<file path="src/rtl/ppb_input_conditioner_if.sv">
// ppb_input_conditioner_if
//
// Purpose: groups the panel-side signals of the input conditioner into one
// bundle. The conditioner uses the master modport and the mapping stage, or a
// test driver, uses the slave modport.
//
// Signals:
//   raw_inputs     [0:N_IN-1]  unsynchronised panel lines (slave -> master)
//   device_inputs  [0:N_IN-1]  conditioned levels / press pulses (master -> slave)
//   rise_pulse     [0:N_IN-1]  one-cycle strobe per debounced rising edge
//   changed        1           one-cycle strobe on any debounced level change
//
// Handshake: none. raw_inputs is sampled continuously and may change at any
// time. Every master output is a registered level or a one-cycle strobe, valid
// on every cycle, with no ready/backpressure path.
interface ppb_input_conditioner_if #(
  parameter int N_IN = 60
);
  logic [0:N_IN-1] raw_inputs;
  logic [0:N_IN-1] device_inputs;
  logic [0:N_IN-1] rise_pulse;
  logic            changed;

  modport master (
    input  raw_inputs,
    output device_inputs,
    output rise_pulse,
    output changed
  );

  modport slave (
    output raw_inputs,
    input  device_inputs,
    input  rise_pulse,
    input  changed
  );
endinterface

</file>
<file path="src/rtl/ppb_input_conditioner.sv">
// ppb_input_conditioner
//
// Purpose: synchronises and debounces the raw PPB panel switch/button lines.
// Each channel is delivered as a clean level, or, for channels set in
// PULSE_MASK, as a single-cycle pulse per debounced press.
//
// Parameters:
//   N_IN            number of panel channels
//   TICK_DIV        clock cycles per debounce tick (>= 1)
//   DEBOUNCE_TICKS  consecutive mismatching ticks needed to accept a level (>= 1)
//   PULSE_MASK      bit i set puts channel i in pulse mode (default: channel 1)
//
// Ports:
//   clk      system clock
//   reset_n  asynchronous active-low reset
//   io       ppb_input_conditioner_if.master
//            (raw_inputs in; device_inputs, rise_pulse, changed out)
//
// All outputs are registered and have no combinational path from raw_inputs.
module ppb_input_conditioner #(
  parameter int              N_IN           = 60,
  parameter int              TICK_DIV       = 100000,
  parameter int              DEBOUNCE_TICKS = 10,
  parameter logic [0:N_IN-1] PULSE_MASK     = {1'b0, 1'b1, {(N_IN-2){1'b0}}}
) (
  input  logic clk,
  input  logic reset_n,
  ppb_input_conditioner_if.master io
);

  localparam int PW = (TICK_DIV > 1) ? $clog2(TICK_DIV) : 1;
  localparam int CW = $clog2(DEBOUNCE_TICKS + 1);

  localparam logic [PW-1:0] P_LAST = PW'(TICK_DIV - 1);
  localparam logic [CW-1:0] C_LAST = CW'(DEBOUNCE_TICKS - 1);

  logic [0:N_IN-1] sync1;
  logic [0:N_IN-1] s;
  logic [PW-1:0]   p;
  logic            tick;
  logic [0:N_IN-1] lvl;
  logic [0:N_IN-1] lvl_q;
  logic [CW-1:0]   cnt [N_IN];
  logic [0:N_IN-1] rise_q;
  logic [0:N_IN-1] dev_q;
  logic            changed_q;

  // Free-running prescaler: tick never realigns to input activity.
  assign tick = (p == P_LAST);

  always_ff @(posedge clk or negedge reset_n) begin
    if (!reset_n) begin
      sync1     <= '0;
      s         <= '0;
      p         <= '0;
      lvl       <= '0;
      lvl_q     <= '0;
      rise_q    <= '0;
      dev_q     <= '0;
      changed_q <= 1'b0;
      for (int i = 0; i < N_IN; i++) begin
        cnt[i] <= '0;
      end
    end else begin
      sync1 <= io.raw_inputs;
      s     <= sync1;
      p     <= tick ? '0 : p + PW'(1);

      // Any cycle where the input agrees with the stable level clears the
      // count, so a commit needs an unbroken run of mismatching ticks.
      for (int i = 0; i < N_IN; i++) begin
        if (s[i] == lvl[i]) begin
          cnt[i] <= '0;
        end else if (tick) begin
          if (cnt[i] == C_LAST) begin
            lvl[i] <= s[i];
            cnt[i] <= '0;
          end else begin
            cnt[i] <= cnt[i] + CW'(1);
          end
        end
      end

      lvl_q     <= lvl;
      rise_q    <= lvl & ~lvl_q;
      changed_q <= |(lvl ^ lvl_q);
      // Level channels are registered from lvl as well, so both modes land
      // on the same cycle as rise_pulse.
      dev_q     <= (PULSE_MASK & lvl & ~lvl_q) | (~PULSE_MASK & lvl);
    end
  end

  assign io.device_inputs = dev_q;
  assign io.rise_pulse    = rise_q;
  assign io.changed       = changed_q;

endmodule

</file>
<file path="src/flat_wrapper.sv">
// flat-port wrapper written by rule: the top's interface ports become plain ports
module ppb_input_conditioner_flat 
#(
  parameter int              N_IN           = 60,
  parameter int              TICK_DIV       = 100000,
  parameter int              DEBOUNCE_TICKS = 10,
  parameter logic [0:N_IN-1] PULSE_MASK     = {1'b0, 1'b1, {(N_IN-2){1'b0}}}
)
  (clk, reset_n, io_raw_inputs, io_device_inputs, io_rise_pulse, io_changed);
  ppb_input_conditioner_if #(.N_IN(N_IN)) io_i ();
  input  logic clk;
  input  logic reset_n;
  input wire logic [$bits(io_i.raw_inputs)-1:0] io_raw_inputs;
  output wire logic [$bits(io_i.device_inputs)-1:0] io_device_inputs;
  output wire logic [$bits(io_i.rise_pulse)-1:0] io_rise_pulse;
  output wire logic [$bits(io_i.changed)-1:0] io_changed;
  assign io_i.raw_inputs = io_raw_inputs;
  assign io_device_inputs = io_i.device_inputs;
  assign io_rise_pulse = io_i.rise_pulse;
  assign io_changed = io_i.changed;
  ppb_input_conditioner #(.N_IN(N_IN), .TICK_DIV(TICK_DIV), .DEBOUNCE_TICKS(DEBOUNCE_TICKS), .PULSE_MASK(PULSE_MASK)) u_core (.clk(clk), .reset_n(reset_n), .io(io_i));
endmodule
</file>
<file path="config.mk">
export PLATFORM = sky130hd
export DESIGN_NAME = ppb_input_conditioner_flat
export DESIGN_NICKNAME = d
export VERILOG_FILES = /design/src/rtl/ppb_input_conditioner_if.sv /design/src/rtl/ppb_input_conditioner.sv /design/src/flat_wrapper.sv
export SDC_FILE = /design/constraint.sdc
export NUM_CORES = 1
export LEC_CHECK = 0
export BUFFER_PORTS_ARGS = -buffer_cell sky130_fd_sc_hd__buf_2
export CORE_MARGIN = 2
export CORE_UTILIZATION = 60
export DETAILED_ROUTE_END_ITERATION = 12
export MAX_ROUTING_LAYER = met4
export PLACE_DENSITY = 0.79
export SLEW_MARGIN = 20
export SYNTH_ARGS = -nofsm -noshare
export SYNTH_HDL_FRONTEND = slang
export SYNTH_SLANG_ARGS = --single-unit
</file>
<file path="constraint.sdc">
create_clock -name clk -period 3.29 [get_ports clk]
set_input_delay 0.329 -clock clk [delete_from_list [all_inputs] [get_ports clk]]
set_output_delay 0.329 -clock clk [all_outputs]
set_load 0.01 [all_outputs]
</file>
### After elaboration in Yosys (flattened, before gate mapping)

Cells that the tools add are included.

* register bits: 618
* input port bits: 62
* output and inout bits: 121
* logic and storage cells: 676

* $add $sub $neg: 61
* equal/unequal tests: 121
* muxes and demuxes: 181
* bitwise logic cells: 65
* reductions and logical operators: 121

Operator list (count)
* two-way mux 4 bit: 180
* adder 4 x 1 -> 4 bit, second input constant: 60
* equality test 4 bit, second input constant: 60
* AND reduction 3 bit: 60
* nonzero test 2 bit: 60
* bitwise AND 59 x 60 -> 60 bit: 1
* bitwise AND 60 bit: 1
* equality test 1 bit: 60
* inverter 1 bit: 60
* inverter 60 bit: 1
* OR 60 bit: 1
* OR reduction 60 bit: 1
* XOR 60 bit: 1
* adder 17 x 1 -> 17 bit, second input constant: 1
* equality test 17 bit, second input constant: 1
* two-way mux 17 bit: 1

### Logic depth before layout (Yosys ltp)

* depth after elaboration: 4
* gate-level depth with buffers: 9
* mapped depth without buffers: 6

### Least setup slack after synthesis

Ideal clock, no wire load.

* path kind: register to register
* start point: reg u_core.p[6]
* end point: reg u_core.p[1]
* setup time: 0.119 ns
* arrival time: 2.247 ns
* data required time: 3.171 ns
* setup slack: 0.924 ns
* cell stages (with the launch flop): 8
* clock period less this slack: 2.366 ns
* path through: dfrtp_1 -> or4b_1 -> or4_1 -> buf_2 -> buf_6 -> clkbuf_1 -> clkbuf_1 -> and2_1

* word-level cells in the longest chain between the ends: 2

RTL lines
* start: declaration: RTL line ppb_input_conditioner.sv:39 `logic [PW-1:0] p;`
* start signal: assignment: RTL line ppb_input_conditioner.sv:67 `p <= tick ? '0 : p + PW'(1);`
* equality test 17 bit: RTL line ppb_input_conditioner.sv:49 `assign tick = (p == P_LAST);`
* two-way mux 17 bit: RTL line ppb_input_conditioner.sv:67

No other way between the ends.
A chain may end at the register's enable or synchronous reset.

### Final worst setup path

* start point: reg u_core.p[6]
* end point: reg u_core.cnt[85] (netlist name)

* word-level cells in the longest chain between the ends: 2

RTL lines
* equality test 17 bit: RTL line ppb_input_conditioner.sv:49
* nonzero test 2 bit (no source line)
* end signal: indexed assignment: RTL line ppb_input_conditioner.sv:79 `cnt[i] <= cnt[i] + CW'(1);`
* end: declaration: RTL line ppb_input_conditioner.sv:43 `logic [CW-1:0] cnt [N_IN];`

No other way between the ends.

==> results.md <==
- CTS Buf Count: 56
- Wirelength per Cell: between 15 and 20 µm
- Clock Power Share: 47.8%
- Status: complete, no violations
- NetSw: about 2900 µW
- # IOs: approximately 180
- Setup violators final: 0
- GR Util All Layers: between 20% and 30%
- Sequential Power Share: about 50%
- Sink Count: about 560
- Worst-Margin Slew: ~800 ps
- Port buffer count: around 180
- Final design utilization: 69.6%
- Fin nets: 2580
- Vias in the first global route: ~16000
- P per Cell Area: 495 mW/mm²
- Worst EP arrival: 3200 ps
- Antenna violations before repair: 0
- Root buffer cell: clkbuf_16
- Commonest cells after routing, fill and taps aside: dfrtp_1, nand2_1, a21oi_1, ha_1, buf_2
- R2R Path Start: u_core.p[6]
- Clock-pin slew on the worst setup and hold paths: about 60 ps
- HP Class: reg -> reg
- Initial Util: approximately 60%
- Via density: 5.71
- Horiz. Die Dim: 207 µm
- Post-route DRC: 0
- Total Neg Setup Slack: 0 ps
- Sw frac: 20.9%
- Clk Latency, worst-skew pair: slightly above 600 ps
- Grt total ovfl: 0
- Fraction of layout cells with a size suffix above 1: between 10% and 20%
- RSZ-0062 raised after global routing: no
- Final ANT Viol Nets: 0
- Max VDD drop: between 400 and 500 µV
- Sequential area share after synthesis: about 57%
- TritonCTS clock tree: yes
- Initial drt markers: about 1000
- Hold Fails Final Rpt: 0
- Buffer depth of the longest clock path: 3
- CP Launch Type: flip-flop
- Gpl congestion: between 0.7 and 0.8
- Final WL: 48900 µm
- HP Start: u_core.sync1[2]
- Synth-to-layout area growth: 15.1%
- R2R setup slack: ~610 ps
- Mapped Nets: ~2400
- Largest net degree at the start of global routing: about 150
- Site row count: 74
- H-tree levels: 2
- Crit path from: u_core.p[6]
- WS Path Type: reg -> reg
- Minimum clock period after layout: between 2000 and 3000 ps
- Fin area: between 0.02 and 0.03 mm²
- Crit end category: flip-flop
- Worst-path maximum fanout: between 80 and 90
- Relative slew margins: a little under half
- Yosys cell types: 29
- Final period utilization: around four fifths
- Worst Skew: around 36 ps
- Comb pwr share: between 2 and 3%
- Synth Warn #: 0
- Fmax: about 370 MHz
- Syn Std Cell Area: ~0.025 mm²
- Area post-placement: 0.0258 mm²
- Die height: roughly 210 µm
- FF+latch count, synth: roughly 560
- Core ar.: 0.0407 mm²
- Syn_area_per_cell: ~12 µm²
- Critical Path RT: 3810 ps
- Pint: 11100 µW
- First-pass GRT wire length: 80900 µm
- First-pass DRT Iterations: 6
- Final hold slack: approximately 340 ps
- Commonest non-fill, non-tap cell in the layout: dfrtp_1
- Post-DP HPWL: between 30000 and 40000 µm
- Vias: between 15000 and 20000
- Max Cap Viol: 0
- DIE AREA: approximately 0.043 mm²
- Max-slew violation count: 0
- Post-Syn Instances: roughly 2100
- Pleak: between 0.01 and 0.015 µW
- Fillers: ~2800
[worst paths after layout]
| path | end | cells past startpoint |
|---|---|---|
| setup / recovery | u_core.cnt[85] | 5 |
| hold / removal | u_core.s[2] | 0 |
| setup reg to reg | u_core.cnt[85] | 5 |
| hold reg to reg | u_core.s[2] | 0 |
| max in group asynchronous | u_core.cnt[102] | 3 |
| min in group asynchronous | u_core.io.rise_pulse[9] | 2 |
[cell usage after synthesis]
master | instances | area (µm²)
a21oi_1 | 181 | 906
a311oi_1 | 60 | 526
a31o_2 | 120 | 1050
a41oi_1 | 60 | 526
and2_1 | 1 | 6.26
buf_1 | 1 | 3.75
buf_2 | 15 | 75.1
buf_4 | 60 | 450
buf_6 | 7 | 78.8
clkbuf_1 | 38 | 143
dfrtp_1 | 558 | 14000
ha_1 | 181 | 2260
inv_1 | 123 | 462
mux2_1 | 60 | 676
nand2_1 | 242 | 908
nand2b_1 | 60 | 375
nand3_1 | 6 | 30.0
nand4_1 | 21 | 131
nand4bb_1 | 1 | 11.3
nor2_1 | 71 | 267
nor3_1 | 65 | 325
nor4_1 | 7 | 43.8
o21ai_0 | 1 | 5.00
or3_1 | 121 | 757
or4_1 | 1 | 7.51
or4b_1 | 1 | 10.0
or4bb_1 | 1 | 11.3
xnor2_1 | 69 | 604
xor2_1 | 5 | 43.8
[cells by family (layout without fill, tap and decap cells)]
logic type / after synthesis / in the layout / share of synthesized area, %
AO/OA/AOI/OAI: 422 / 422 / 12.2
XOR/XNOR: 74 / 74 / 2.63
adder cells (fa/ha/maj): 181 / 181 / 9.18
buffers and inverters: 244 / 488 / 4.92
flip-flops: 558 / 558 / 56.6
multiplexers: 60 / 60 / 2.74
other: 0 / 2 / 0
AND/OR/NAND/NOR: 598 / 598 / 11.7
[what timing repair did]
action                                  4_1_cts  5_1_grt
setup buffers                                 0        0
hold buffers                                 61        0
endpoints found under the hold margin       137        0
gates resized for setup                       0        0
endpoints found under the setup margin        0        0
[power groups by stage]
stage                     Sequential, µW  Clock (µW)  Combinational (µW)
after global placement              7100           0                 297
after detailed placement            7100           0                 306
after CTS                           6980        6840                 364
final                               6980        6710                 353
after floorplan                     7090           0                84.6
after global routing                6980        7130                 403
[through the flow]
stage	power (µW)	std cells	setup slack [ps]
after floorplan	7170	2137	924
after global routing	14500	2913	483
after global placement	7400	2750	742
after detailed placement	7410	2750	662
final	14000	2915	612
after CTS	14200	2913	599
[routing by layer]
metal / vias to the layer above / part of all wire, % / GRT usage (%)
met1: 8343 / 43 / 30.7
met2: 303 / 51 / 39.8
met3: 67 / 3.7 / 3.86
met5: - / 0 / -
met4: 0 / 1.9 / 5.90
li1: 7920 / - / -
[critical path, cell delays in order, from the launching register on]
cell,delay [ps]
dfrtp_1,420
or4b_1,570
or4_4,560
buf_4,360
or3_1,440
a21oi_1,170
[cell type report]
class / count / area, µm² / area share [%]
clock buffer: 77 / 1640 / 5.79
tap: 532 / 666 / 2.35
inverter: 123 / 462 / 1.63
timing repair buffer: 263 / 1820 / 6.41
multi-input combinational: 1335 / 9500 / 33.5
antenna: 2 / 5.00 / 0.0176
clock inverter: 25 / 322 / 1.13
sequential: 558 / 14000 / 49.2
[flip-flops by register name (all words and copies together) (netlist names)]
signal                   count
u_core.lvl_q                59
u_core.io.changed            1
u_core.cnt                 240
u_core.sync1                60
u_core.lvl                  60
u_core.io.device_inputs      1
u_core.s                    60
u_core.p                    17
u_core.io.rise_pulse        60
No activity file was read; power rests on OpenSTA's default activity.
